## src/rtl/order_pkg.sv

```systemverilog
// order_pkg
// Shared definitions for the ordering-chain controller.
//   state_e         : controller states IDLE, FOOD, DRINK, PAY, CONFIRM, DONE
//   FOOD_W/DRINK_W/PAY_W : widths of the menu option codes
//   STAGE_*         : one-hot stage_en encodings (bit0 food, bit1 drink, bit2 pay)
//   stage_of()      : maps a state to its stage_en value
package order_pkg;

    typedef enum logic [2:0] {
        IDLE,
        FOOD,
        DRINK,
        PAY,
        CONFIRM,
        DONE
    } state_e;

    localparam int FOOD_W  = 2;
    localparam int DRINK_W = 2;
    localparam int PAY_W   = 1;

    localparam logic [2:0] STAGE_NONE  = 3'b000;
    localparam logic [2:0] STAGE_FOOD  = 3'b001;
    localparam logic [2:0] STAGE_DRINK = 3'b010;
    localparam logic [2:0] STAGE_PAY   = 3'b100;

    // Only the three menu stages own a menu; CONFIRM/DONE/IDLE enable none.
    function automatic logic [2:0] stage_of(input state_e s);
        case (s)
            FOOD:    stage_of = STAGE_FOOD;
            DRINK:   stage_of = STAGE_DRINK;
            PAY:     stage_of = STAGE_PAY;
            default: stage_of = STAGE_NONE;
        endcase
    endfunction

endpackage

```

## src/rtl/btn_debounce.sv

```systemverilog
// btn_debounce
// Synchronises one raw panel button, debounces it and emits a one-cycle
// event on each accepted press (rising edge of the accepted level).
//   clk     : system clock
//   rst_n   : asynchronous active-low reset
//   btn_i   : raw button, active-high, asynchronous to clk
//   event_o : one-cycle pulse, 2 + DEB_CYCLES + 1 clk after a clean press
module btn_debounce #(
    parameter int DEB_CYCLES = 4
) (
    input  logic clk,
    input  logic rst_n,
    input  logic btn_i,
    output logic event_o
);

    localparam int CW = $clog2(DEB_CYCLES + 1);

    logic          sync1_q;
    logic          sync2_q;
    logic [CW-1:0] cnt_q;
    logic [CW-1:0] cnt_d;
    logic          level_q;
    logic          level_d;
    logic          level_prev_q;
    logic          event_q;

    // The counter tracks how many consecutive synchronised samples disagree
    // with the accepted level; any agreeing sample restarts the count, so
    // bounce shorter than DEB_CYCLES never reaches the accepted level.
    always_comb begin
        cnt_d   = '0;
        level_d = level_q;
        if (sync2_q != level_q) begin
            if (cnt_q == CW'(DEB_CYCLES - 1)) begin
                level_d = sync2_q;
            end else begin
                cnt_d = cnt_q + 1'b1;
            end
        end
    end

    always_ff @(posedge clk or negedge rst_n) begin
        if (!rst_n) begin
            sync1_q      <= 1'b0;
            sync2_q      <= 1'b0;
            cnt_q        <= '0;
            level_q      <= 1'b0;
            level_prev_q <= 1'b0;
            event_q      <= 1'b0;
        end else begin
            sync1_q      <= btn_i;
            sync2_q      <= sync1_q;
            cnt_q        <= cnt_d;
            level_q      <= level_d;
            level_prev_q <= level_q;
            // Release (falling accepted level) deliberately produces nothing.
            event_q      <= level_q & ~level_prev_q;
        end
    end

    assign event_o = event_q;

endmodule

```

## src/rtl/order_sequencer.sv

```systemverilog
// order_sequencer
// Central controller for the food -> drink -> payment -> confirm ordering
// chain. Debounces the four panel buttons, arbitrates their events, routes
// navigation to the active menu, latches each stage's choice and reports the
// finished order.
//   clk, reset          : system clock, asynchronous active-low reset
//   btn_next/back/sel/cancel : raw active-high panel buttons
//   food_code/drink_code/pay_code : currently highlighted menu options
//   stage_en            : one-hot active menu (food/drink/pay), 000 otherwise
//   nav_next/nav_back   : one-cycle navigation pulses to the active menu
//   order_food/drink/pay: latched choices
//   order_valid         : one-cycle pulse on the first DONE cycle
//   busy                : high in every state except IDLE
//   timeout             : one-cycle pulse on inactivity abort
module order_sequencer
    import order_pkg::*;
#(
    parameter int DEB_CYCLES     = 4,
    parameter int TIMEOUT_CYCLES = 64,
    parameter int DONE_CYCLES    = 8
) (
    input  logic               clk,
    input  logic               reset,
    input  logic               btn_next,
    input  logic               btn_back,
    input  logic               btn_sel,
    input  logic               btn_cancel,
    input  logic [FOOD_W-1:0]  food_code,
    input  logic [DRINK_W-1:0] drink_code,
    input  logic [PAY_W-1:0]   pay_code,
    output logic [2:0]         stage_en,
    output logic               nav_next,
    output logic               nav_back,
    output logic [FOOD_W-1:0]  order_food,
    output logic [DRINK_W-1:0] order_drink,
    output logic [PAY_W-1:0]   order_pay,
    output logic               order_valid,
    output logic               busy,
    output logic               timeout
);

    localparam int TW = $clog2(TIMEOUT_CYCLES + 1);
    localparam int DW = $clog2(DONE_CYCLES + 1);

    // ---------------- button front end ----------------
    logic ev_next, ev_back, ev_sel, ev_cancel;

    btn_debounce #(.DEB_CYCLES(DEB_CYCLES)) u_deb_next (
        .clk(clk), .rst_n(reset), .btn_i(btn_next), .event_o(ev_next)
    );
    btn_debounce #(.DEB_CYCLES(DEB_CYCLES)) u_deb_back (
        .clk(clk), .rst_n(reset), .btn_i(btn_back), .event_o(ev_back)
    );
    btn_debounce #(.DEB_CYCLES(DEB_CYCLES)) u_deb_sel (
        .clk(clk), .rst_n(reset), .btn_i(btn_sel), .event_o(ev_sel)
    );
    btn_debounce #(.DEB_CYCLES(DEB_CYCLES)) u_deb_cancel (
        .clk(clk), .rst_n(reset), .btn_i(btn_cancel), .event_o(ev_cancel)
    );

    // ---------------- arbitration: cancel > sel > back > next ----------------
    // Losing events are dropped outright, never queued.
    logic win_cancel, win_sel, win_back, win_next, any_ev;

    assign win_cancel = ev_cancel;
    assign win_sel    = ev_sel  & ~ev_cancel;
    assign win_back   = ev_back & ~ev_sel & ~ev_cancel;
    assign win_next   = ev_next & ~ev_back & ~ev_sel & ~ev_cancel;
    assign any_ev     = ev_next | ev_back | ev_sel | ev_cancel;

    // ---------------- controller state ----------------
    state_e             state_q, state_d;
    logic [TW-1:0]      idle_cnt_q, idle_cnt_d;
    logic [DW-1:0]      done_cnt_q, done_cnt_d;
    logic [FOOD_W-1:0]  food_q, food_d;
    logic [DRINK_W-1:0] drink_q, drink_d;
    logic [PAY_W-1:0]   pay_q, pay_d;
    logic [2:0]         stage_en_q, stage_en_d;
    logic               busy_q, busy_d;
    logic               nav_next_q, nav_next_d;
    logic               nav_back_q, nav_back_d;
    logic               valid_q, valid_d;
    logic               timeout_q, timeout_d;
    logic               active;
    logic               clear;

    assign active = (state_q == FOOD) || (state_q == DRINK) ||
                    (state_q == PAY)  || (state_q == CONFIRM);

    always_comb begin
        state_d    = state_q;
        done_cnt_d = done_cnt_q;
        food_d     = food_q;
        drink_d    = drink_q;
        pay_d      = pay_q;
        nav_next_d = 1'b0;
        nav_back_d = 1'b0;
        valid_d    = 1'b0;
        timeout_d  = 1'b0;
        clear      = 1'b0;

        case (state_q)
            IDLE: begin
                if (any_ev) state_d = FOOD;
            end
            FOOD, DRINK, PAY, CONFIRM: begin
                if (win_cancel) begin
                    state_d = IDLE;
                    clear   = 1'b1;
                end else if (win_sel) begin
                    case (state_q)
                        FOOD: begin
                            food_d  = food_code;
                            state_d = DRINK;
                        end
                        DRINK: begin
                            drink_d = drink_code;
                            state_d = PAY;
                        end
                        PAY: begin
                            pay_d   = pay_code;
                            state_d = CONFIRM;
                        end
                        default: begin
                            state_d = DONE;
                            valid_d = 1'b1;
                        end
                    endcase
                end else if (win_back || win_next) begin
                    // CONFIRM has no menu to navigate.
                    if (state_q != CONFIRM) begin
                        nav_back_d = win_back;
                        nav_next_d = win_next;
                    end
                end else if (idle_cnt_q == TW'(TIMEOUT_CYCLES - 1)) begin
                    // Expiry only when no event arrived this cycle.
                    state_d   = IDLE;
                    clear     = 1'b1;
                    timeout_d = 1'b1;
                end
            end
            DONE: begin
                // Events, cancel included, are ignored while the order is shown.
                if (done_cnt_q == DW'(DONE_CYCLES - 1)) begin
                    state_d = IDLE;
                end else begin
                    done_cnt_d = done_cnt_q + 1'b1;
                end
            end
            default: state_d = IDLE;
        endcase

        if ((state_d == DONE) && (state_q != DONE)) done_cnt_d = '0;

        if (clear) begin
            food_d  = '0;
            drink_d = '0;
            pay_d   = '0;
        end

        if (!active || any_ev || (state_d != state_q)) begin
            idle_cnt_d = '0;
        end else if (idle_cnt_q != TW'(TIMEOUT_CYCLES)) begin
            idle_cnt_d = idle_cnt_q + 1'b1;
        end else begin
            idle_cnt_d = idle_cnt_q;
        end

        // Decoded from the next state so the outputs line up with the state.
        stage_en_d = stage_of(state_d);
        busy_d     = (state_d != IDLE);
    end

    always_ff @(posedge clk or negedge reset) begin
        if (!reset) begin
            state_q    <= IDLE;
            idle_cnt_q <= '0;
            done_cnt_q <= '0;
            food_q     <= '0;
            drink_q    <= '0;
            pay_q      <= '0;
            stage_en_q <= STAGE_NONE;
            busy_q     <= 1'b0;
            nav_next_q <= 1'b0;
            nav_back_q <= 1'b0;
            valid_q    <= 1'b0;
            timeout_q  <= 1'b0;
        end else begin
            state_q    <= state_d;
            idle_cnt_q <= idle_cnt_d;
            done_cnt_q <= done_cnt_d;
            food_q     <= food_d;
            drink_q    <= drink_d;
            pay_q      <= pay_d;
            stage_en_q <= stage_en_d;
            busy_q     <= busy_d;
            nav_next_q <= nav_next_d;
            nav_back_q <= nav_back_d;
            valid_q    <= valid_d;
            timeout_q  <= timeout_d;
        end
    end

    assign stage_en    = stage_en_q;
    assign busy        = busy_q;
    assign nav_next    = nav_next_q;
    assign nav_back    = nav_back_q;
    assign order_food  = food_q;
    assign order_drink = drink_q;
    assign order_pay   = pay_q;
    assign order_valid = valid_q;
    assign timeout     = timeout_q;

endmodule

```

## config.mk

```make
export PLATFORM = sky130hd
export DESIGN_NAME = order_sequencer
export DESIGN_NICKNAME = d
export VERILOG_FILES = /design/src/rtl/order_pkg.sv /design/src/rtl/btn_debounce.sv /design/src/rtl/order_sequencer.sv
export SDC_FILE = /design/constraint.sdc
export NUM_CORES = 1
export LEC_CHECK = 0
export CAP_MARGIN = 20
export CORE_ASPECT_RATIO = 0.5
export CORE_UTILIZATION = 35
export DETAILED_ROUTE_END_ITERATION = 7
export GPL_ROUTABILITY_DRIVEN = 0
export MAX_ROUTING_LAYER = met4
export PLACE_DENSITY = 0.59
export SYNTH_ARGS = -nofsm -noshare
export SYNTH_HDL_FRONTEND = slang
export SYNTH_SLANG_ARGS = --single-unit
```

## constraint.sdc

```tcl
create_clock -name clk -period 4 [get_ports clk]
set_input_delay 0.8 -clock clk [delete_from_list [all_inputs] [get_ports clk]]
set_output_delay 0.8 -clock clk [all_outputs]
set_load 0.02 [all_outputs]
```

* Word-level counts from Yosys, hierarchy flattened *
Cells that the tools add are included.

storage, ports and cells
  register bits after elaboration = 59
  input bits = 11
  logic and storage cells = 172
  output and inout bits = 13

cells by class
  reductions and logical operators = 27
  bitwise gates (word level) = 20
  equality and inequality tests = 25
  mux-type cells = 58
  add/subtract/negate cells = 6

operator list
  kind                   number
  $mux W3                14
  $pmux W3 S3            3
  $mux W1                26
  $eq A3 B2 Y1 const B   8
  $mux W2                10
  $mux W7                2
  $reduce_bool A2 Y1     7
  $add A3 B1 Y3 const B  4
  $mux W4                3
  $reduce_and A4 Y1      3
  $and A1 B1 Y1          10
  $reduce_and A2 Y1      5
  $eq A3 B3 Y1 const B   3
  $add A7 B1 Y7 const B  1
  $eq A7 B6 Y1 const B   1
  $ne A7 B7 Y1 const B   1
  $not A1 Y1             7
  $eq A3 B1 Y1 const B   2
  $logic_or A1 B1 Y1     6
  $ne A3 B3 Y1 const B   2
  $add A4 B1 Y4 const B  1
  $eq A4 B3 Y1 const B   1
  $ne A1 B1 Y1           4
  $reduce_or A4 Y1       1
  9 further kinds        11

* Logic depth before layout (Yosys ltp) *
Gate-level depths: netlist (run 1).

  depth after elaboration = 13
  depth in mapped cells = 7
  mapped depth without buffers = 7

* Hierarchy *
From an unflattened synthesis (run 1), not the netlist that was laid out.

unflattened totals
  cells, all modules = 217
  area total of the unflattened synthesis = 2633.8 µm²

by module, submodules not included
  module           cells each  seq. area each (µm²)  times used  area an instance (µm²)
  order_sequencer  153         675.6                 1           1522.7
  btn_debounce     16          200.2                 4           277.8

* Worst setup path after synthesis (run 1) *
Ideal clock, no wire load.

  path kind = reg2reg
  from = register idle_cnt_q[0]
  to = register busy_q (netlist: busy)
  period minus slack after synthesis = 1957 ps
  setup slack = 2043 ps
  stages on the path, launching flop included = 7
  library setup time = 131 ps
  data required time = 3869 ps
  path buffers = 0
  arrival time = 1825 ps
  path through = dfrtp_1 > ha_1 > nand3_2 > or4_1 > a31oi_1 > inv_1 > or3_1

on the way
  word-level cells in the longest chain between the ends = 7

ends and longest elaborated chain
  what                    line                    RTL
  from (decl)             order_sequencer.sv:73   logic [TW-1:0] idle_cnt_q, idle_cnt_d;
  from (signal assigned)  order_sequencer.sv:190  idle_cnt_q <= idle_cnt_d;
  $eq A7 B6 Y1            order_sequencer.sv:135  end else if (idle_cnt_q == TW'(TIMEOUT_CYCLES - 1)) begin
  $mux W3                 order_sequencer.sv:135
  $mux W3                 order_sequencer.sv:129  end else if (win_back || win_next) begin
  $mux W3                 order_sequencer.sv:110  end else if (win_sel) begin
  $mux W3                 order_sequencer.sv:107  if (win_cancel) begin
  $pmux W3 S3             order_sequencer.sv:102  case (state_q)
  named net state_d[1]    order_sequencer.sv:72   state_e state_q, state_d;
  $reduce_bool A3 Y1      order_sequencer.sv:171  busy_d = (state_d != IDLE);
  named net busy_d        order_sequencer.sv:79   logic busy_q, busy_d;
  to (signal assigned)    order_sequencer.sv:196  busy_q <= busy_d;
  to (decl)               order_sequencer.sv:79

The timed path passes the listed nets, and every way through them passes these cells.
A chain may end at the register's enable or synchronous reset.

* Worst setup path in the final report (run 1) *
Same ends and word-level chain as after synthesis.

==> flow_metrics.env, run 1 <==
export IMPL_seq_area_frac_synth_pct=60.6
export IMPL_design_die_area_sq_mm=0.00732
export IMPL_synth_cell_type_count=44
export IMPL_ys_ff_latch=59
export IMPL_die_y_um=61.0
export IMPL_cts_sinks=59
export IMPL_clock_skew_ns=0.00469
export IMPL_ctsHoldBuffers=0
export IMPL_synth_yosys_warnings=0
export IMPL_n_antenna_cell=0
export IMPL_status="completed"
export IMPL_pin_count=24
export IMPL_via_per_inst=4.73
export IMPL_wl_mm=3.96
export IMPL_antenna_found_initial=0
export IMPL_finalSetupTns_ns=0
export IMPL_cts_root_buf="clkbuf_16"
export IMPL_synth_area_leaders="dfrtp_1 61%, ha_1 3.6%, nor2b_1 2.8%"
export IMPL_ir_drop_v=0.000224
export IMPL_power_leakage_nw=1.35
export IMPL_io_buffer_count=23
export IMPL_num_nets_final=252
export IMPL_max_slew_margin_pct=41.2
export IMPL_fp_coreArea_sq_mm=0.00670
export IMPL_clock_path_buffers=2
export IMPL_cp_max_fo=7
export IMPL_cts_tree="yes"
export IMPL_arrival_ns=2.32
export IMPL_hold_viol=0
export IMPL_synthesis_nets=222
export IMPL_dp_hpwl_mm=2.79
export IMPL_avgSynthCellArea_sq_um=11.9
export IMPL_crit_path_start="idle_cnt_q[0]"
export IMPL_synth_simple_area_share_pct=18.6
export IMPL_post_drt_wl_per_cell_um=12.0
export IMPL_clock_latency_ns=0.32
export IMPL_grt_pass1_vias=1466
export IMPL_crit_path_end_kind="register"
export IMPL_async_flop_share_pct=100
export IMPL_die_w_um=120
export IMPL_synth_top_family_by_area="simple AND/OR/NAND/NOR gates"
export IMPL_grt_pass1_wl_mm=6.67
export IMPL_cts_resized=0
export IMPL_rsz0062_at_grt="false"
export IMPL_overflow=0
export IMPL_yosys_area_top_type="dfrtp_1"
export IMPL_hold_start="u_deb_sel.sync1_q"
export IMPL_grt_max_degree=43
export IMPL_power_density_mw_per_mm2=751
export IMPL_setup_viol=0
export IMPL_cts_buffers=9
export IMPL_syn2layout_area_growth_pct=25.0
export IMPL_post_cts_buffers=0
export IMPL_layout_common_cells="59 x dfrtp_1, 22 x clkdlybuf4s50_1, 18 x nor2_1, 12 x nor3_1, 11 x nor2b_1"
export IMPL_num_rows=21
export IMPL_drive_gt1_share_pct=12.6
export IMPL_crit_type="register to register"
export IMPL_r2r_start="idle_cnt_q[0]"
export IMPL_worst_slew_pin_transition_ns=0.882
export IMPL_multi_input_area_sq_um=901
export IMPL_seq_area_sq_mm=0.00148
export IMPL_antenna_left=0
export IMPL_fill_cells=612
export IMPL_dr_pass1_iters=4
export IMPL_synthMuxAreaShare_pct=2.72
export IMPL_synth_adder_area_share_pct=3.60
export IMPL_hold_path_class="register to register"
export IMPL_final_common_cell="dfrtp_1"
export IMPL_grt_usage_pct=12.7
export IMPL_dr_first_iter_drc_count=102
export IMPL_initial_core_util_pct=36.4
export IMPL_yosys_area_top_type_share_pct=60.6
export IMPL_synth_compound_area_share_pct=8.12
export IMPL_maxCapViolCount=0
export IMPL_drc=0
export IMPL_synth_area_sq_mm=0.00244
export IMPL_synth_cells=204
export IMPL_crit_required_ns=4.20
export IMPL_finish_utilization_pct=45.4
export IMPL_final_max_slew_viol_count=0
export IMPL_min_period_ns=2.13
export IMPL_vias=1560
export IMPL_synth_edff_count=0
export IMPL_timing_fmax_mhz=470
export IMPL_crit_path_start_kind="register"
export IMPL_synth_top_flop_cell="dfrtp_1"
export IMPL_synth_xor_area_share_pct=3.95
export IMPL_clk_transition_reported_paths_ns=0.05
export IMPL_htreeDepth=3
export IMPL_min_period_over_period_pct=53.1
[through the flow]
stage / instance area (sq um) / total power (W) / hold slack [ns] / setup WS, ns / instances
after global routing: 3040 / 0.00244 / 0.356 / 1.68 / 330
after CTS: 3040 / 0.00232 / 0.349 / 1.87 / 330
after floorplan: 2440 / 0.00138 / 0.331 / 2.04 / 204
final: 3040 / 0.00229 / 0.347 / 1.87 / 330
after detailed placement: 2750 / 0.00157 / 0.336 / 1.88 / 315
after global placement: 2750 / 0.00155 / 0.333 / 1.93 / 315
[where the power goes]
group | switching, W | internal, W
clock | 0.000244 | 0.000491
sequential | 0.000149 | 0.000768
combinational | 0.000320 | 0.000314
total | 0.000713 | 0.00157
[Yosys cell counts (3+ instances only)]
cell      n
dfrtp_1  59
nor2_1   18
nor3_1   12
nor2b_1  11
nand2_1  10
ha_1      7
nor3b_1   7
xnor2_1   7
inv_1     6
o21ai_0   6
mux2_2    5
nand3_1   5
a22o_1    4
xor2_1    4
a21oi_1   3
a31oi_1   3
nor4_1    3
o31ai_1   3
[area by class of cell]
class                   instances  area share, %
inverters                       7          0.863
flip-flops and latches         59           48.5
multi-input cells             133           29.6
repair buffers                 24           7.64
clock inverters                 5           1.77
clock buffers                  10           7.85
well taps                      92           3.78
[per-layer routing]
metal	GRT usage, %	share of wire (%)	vias up
met2	19.1	46	19
met4	5.36	0.63	0
met5	-	0	-
li1	-	-	772
met1	15.1	50	767
met3	5.45	3.7	2
[worst paths after layout]
| path | end | slack [ns] | cells past startpoint |
|---|---|---|---|
| max in group asynchronous | stage_en[2] | 2.64 | 2 |
| min reg2reg | u_deb_sel.sync2_q | 0.35 | 0 |
| min in group asynchronous | idle_cnt_q[5] | 0.61 | 1 |
| min | u_deb_sel.sync2_q | 0.35 | 0 |
| max | busy | 1.87 | 6 |
| max reg2reg | busy | 1.87 | 6 |
[cell families (layout without fill, tap and decap cells)]
kind of cell / Yosys count / in the layout
and+or+nand+nor: 82 / 82
muxes: 6 / 6
AOI/OAI and AO/OA: 27 / 27
adders and majority gates: 7 / 7
xor gates and xnor gates: 11 / 11
buffers and inverters: 12 / 46
DFF: 59 / 59
[worst max-delay path, cell delays in order (launching register included)]
cell and delay, ns:
dfrtp_1 0.40, ha_1 0.22, nand3_2 0.16, or4_1 0.50, a31oi_1 0.28, inv_1 0.11, or3_1 0.35
[flip-flops by register name (all words and copies together) (netlist names), 2 cells and up]
register and flops:
idle_cnt_q 7, u_deb_next.cnt_q 3, order_food 2, done_cnt_q 4, stage_en 3, order_drink 2
u_deb_cancel.cnt_q 3, u_deb_sel.cnt_q 3, state_q 3, u_deb_back.cnt_q 3
(Power assumes the default switching activity.)
==> run 2: changes to the inputs <==
PLACE_DENSITY = 0.61   (was 0.59)
clock period = 1.7 ns   (was 4 ns; I/O delays follow)
==> flow_metrics.env, run 2 (synthesis results as in run 1) <==
export IMPL_violations="setup timing"
export IMPL_crit_path_start="u_deb_next.event_o"
export IMPL_vias=1744
export IMPL_r2r_start="u_deb_next.event_o"
export IMPL_post_drt_wl_per_cell_um=12.2
export IMPL_final_max_slew_viol_count=0
export IMPL_n_antenna_cell=0
export IMPL_crit_path_start_kind="register"
export IMPL_critPathSlowestCell="or3_4"
export IMPL_cts_root_buf="clkbuf_16"
export IMPL_layout_common_cells="58 x dfrtp_1, 40 x buf_4, 22 x clkdlybuf4s50_1, 14 x nor2_1, 11 x nor3_1"
export IMPL_setup_viol=8
export IMPL_die_y_um=61.0
export IMPL_dp_hpwl_mm=3.29
export IMPL_max_slew_margin_pct=66.9
export IMPL_overflow=0
export IMPL_crit_path_end_kind="register"
export IMPL_p_clk_share_pct=27.7
export IMPL_arrival_ns=2.07
export IMPL_rrSetupSlack_ns=-0.18
export IMPL_final_common_cell="dfrtp_1"
export IMPL_hold_viol=0
export IMPL_ir_drop_v=0.000699
export IMPL_cts_buffers=9
export IMPL_pwr_share_seq_pct=34.1
export IMPL_multi_input_area_sq_um=970
export IMPL_num_nets_final=293
export IMPL_grt_usage_pct=14.6
export IMPL_crit_required_ns=1.90
export IMPL_via_per_inst=4.69
export IMPL_initial_core_util_pct=36.4
export IMPL_maxCapViolCount=0
export IMPL_power_density_mw_per_mm2=1770
export IMPL_ctsHoldBuffers=0
export IMPL_hold_path_class="primary input to asynchronous set/reset pin"
export IMPL_power_leakage_nw=1.55
export IMPL_clock_latency_ns=0.33
export IMPL_die_w_um=120
export IMPL_worst_slew_pin_transition_ns=0.493
export IMPL_pin_count=24
export IMPL_crit_buf_inv=1
export IMPL_min_period_over_period_pct=110
export IMPL_cts_sinks=59
export IMPL_cp_max_fo=5
export IMPL_clock_skew_ns=0.00303
export IMPL_fp_coreArea_sq_mm=0.00670
export IMPL_grt_max_degree=60
export IMPL_design_die_area_sq_mm=0.00732
export IMPL_drive_gt1_share_pct=30.0
export IMPL_syn2layout_area_growth_pct=40.8
export IMPL_timing_fmax_mhz=533
export IMPL_finish_utilization_pct=51.2
export IMPL_crit_family="simple AND/OR/NAND/NOR gates"
export IMPL_grt_pass1_vias=1685
export IMPL_rsz0062_at_grt="true"
export IMPL_power_frac_comb_pct=38.3
export IMPL_cts_tree="yes"
export IMPL_min_period_ns=1.88
export IMPL_p_sw_share_pct=32.9
export IMPL_dr_pass1_iters=4
export IMPL_largest_registers="idle_cnt_q x7, done_cnt_q x4"
export IMPL_worst_slack_ns=-0.175
export IMPL_num_rows=21
export IMPL_io_buffer_count=23
export IMPL_antenna_left=0
export IMPL_crit_type="register to register"
export IMPL_fill_cells=556
export IMPL_clk_transition_reported_paths_ns=0.05
export IMPL_clock_path_buffers=2
export IMPL_antenna_found_initial=0
export IMPL_htreeDepth=3
export IMPL_power_switching_w=0.00199
export IMPL_largest_register_ff_count=7
export IMPL_status="finished with violations"
export IMPL_finalSetupTns_ns=-0.913
export IMPL_p_int_w=0.00407
export IMPL_crit_chain="or3_4 -> a211o_1 -> nand3_1 -> o311a_4 -> inv_2 -> or3_1"
export IMPL_wl_mm=4.54
export IMPL_largest_register="idle_cnt_q"
export IMPL_dr_first_iter_drc_count=59
export IMPL_seq_area_sq_mm=0.00148
export IMPL_grt_pass1_wl_mm=7.59
export IMPL_max_stage_delay_ns=0.39
export IMPL_drc=0
==> run 2: cell type report <==
class / instances / area share (%)
timing repair buffer: 65 / 16.2
inverter: 7 / 0.766
clock buffer: 9 / 6.57
tap: 92 / 3.36
sequential: 59 / 43.1
clock inverter: 7 / 1.71
multi-input combinational: 133 / 28.3
==> run 2: what timing repair did <==
item / in CTS / in global routing
resized for setup: 1 / 12
endpoints found under the hold margin: 0 / 0
pin swaps: 0 / 4
endpoints found under the setup margin: 7 / 10
setup buffers: 0 / 2
cloned: 0 / 0
==> run 2: power by group through the flow <==
| stage | clock (W) | sequential [W] | combinational, W |
|---|---|---|---|
| 6_report | 0.00168 | 0.00206 | 0.00232 |
| 4_1_cts | 0.00172 | 0.00207 | 0.00219 |
| 3_3_place_gp | 0 | 0.00206 | 0.00213 |
| 5_1_grt | 0.00181 | 0.00213 | 0.00253 |
| 2_1_floorplan | 0 | 0.00215 | 0.00114 |
| 3_5_place_dp | 0 | 0.00209 | 0.00217 |
==> run 2: metal layers <==
metal / part of all wire, % / global-route usage (%) / wire length, um / vias to the layer above
li1: - / - / - / 861
met5: 0 / - / 0 / -
met4: 1.4 / 5.89 / 65 / 0
met3: 4.3 / 6.20 / 196 / 7
met1: 49 / 17.0 / 2210 / 845
met2: 46 / 22.5 / 2080 / 31
==> run 2: final timing paths <==
kind,to,cells past startpoint
worst min-delay path,done_cnt_q[1],2
worst max register to register,busy,6
max in group asynchronous,state_q[0],2
min in group clk,u_deb_back.sync2_q,0
worst min register to register,u_deb_back.sync2_q,0
worst max-delay path,busy,6
==> run 2: metrics by stage <==
stage	power [W]	hold slack [ns]	instance area [sq um]	instances	setup WS [ns]
2_1_floorplan	0.00328	0.0444	2470	204	-0.157
3_3_place_gp	0.00420	0.332	3090	354	-0.114
3_5_place_dp	0.00426	0.336	3090	354	-0.174
4_1_cts	0.00597	0.0146	3380	370	-0.168
5_1_grt	0.00646	0.0291	3430	372	-0.215
6_report	0.00606	0.00230	3430	372	-0.175
==> run 3: changes to the inputs <==
CTS_CLUSTER_SIZE = 20   (was unset)
==> results of run 3 <==
Final layout, timing and power as in run 2 (identical DEF).
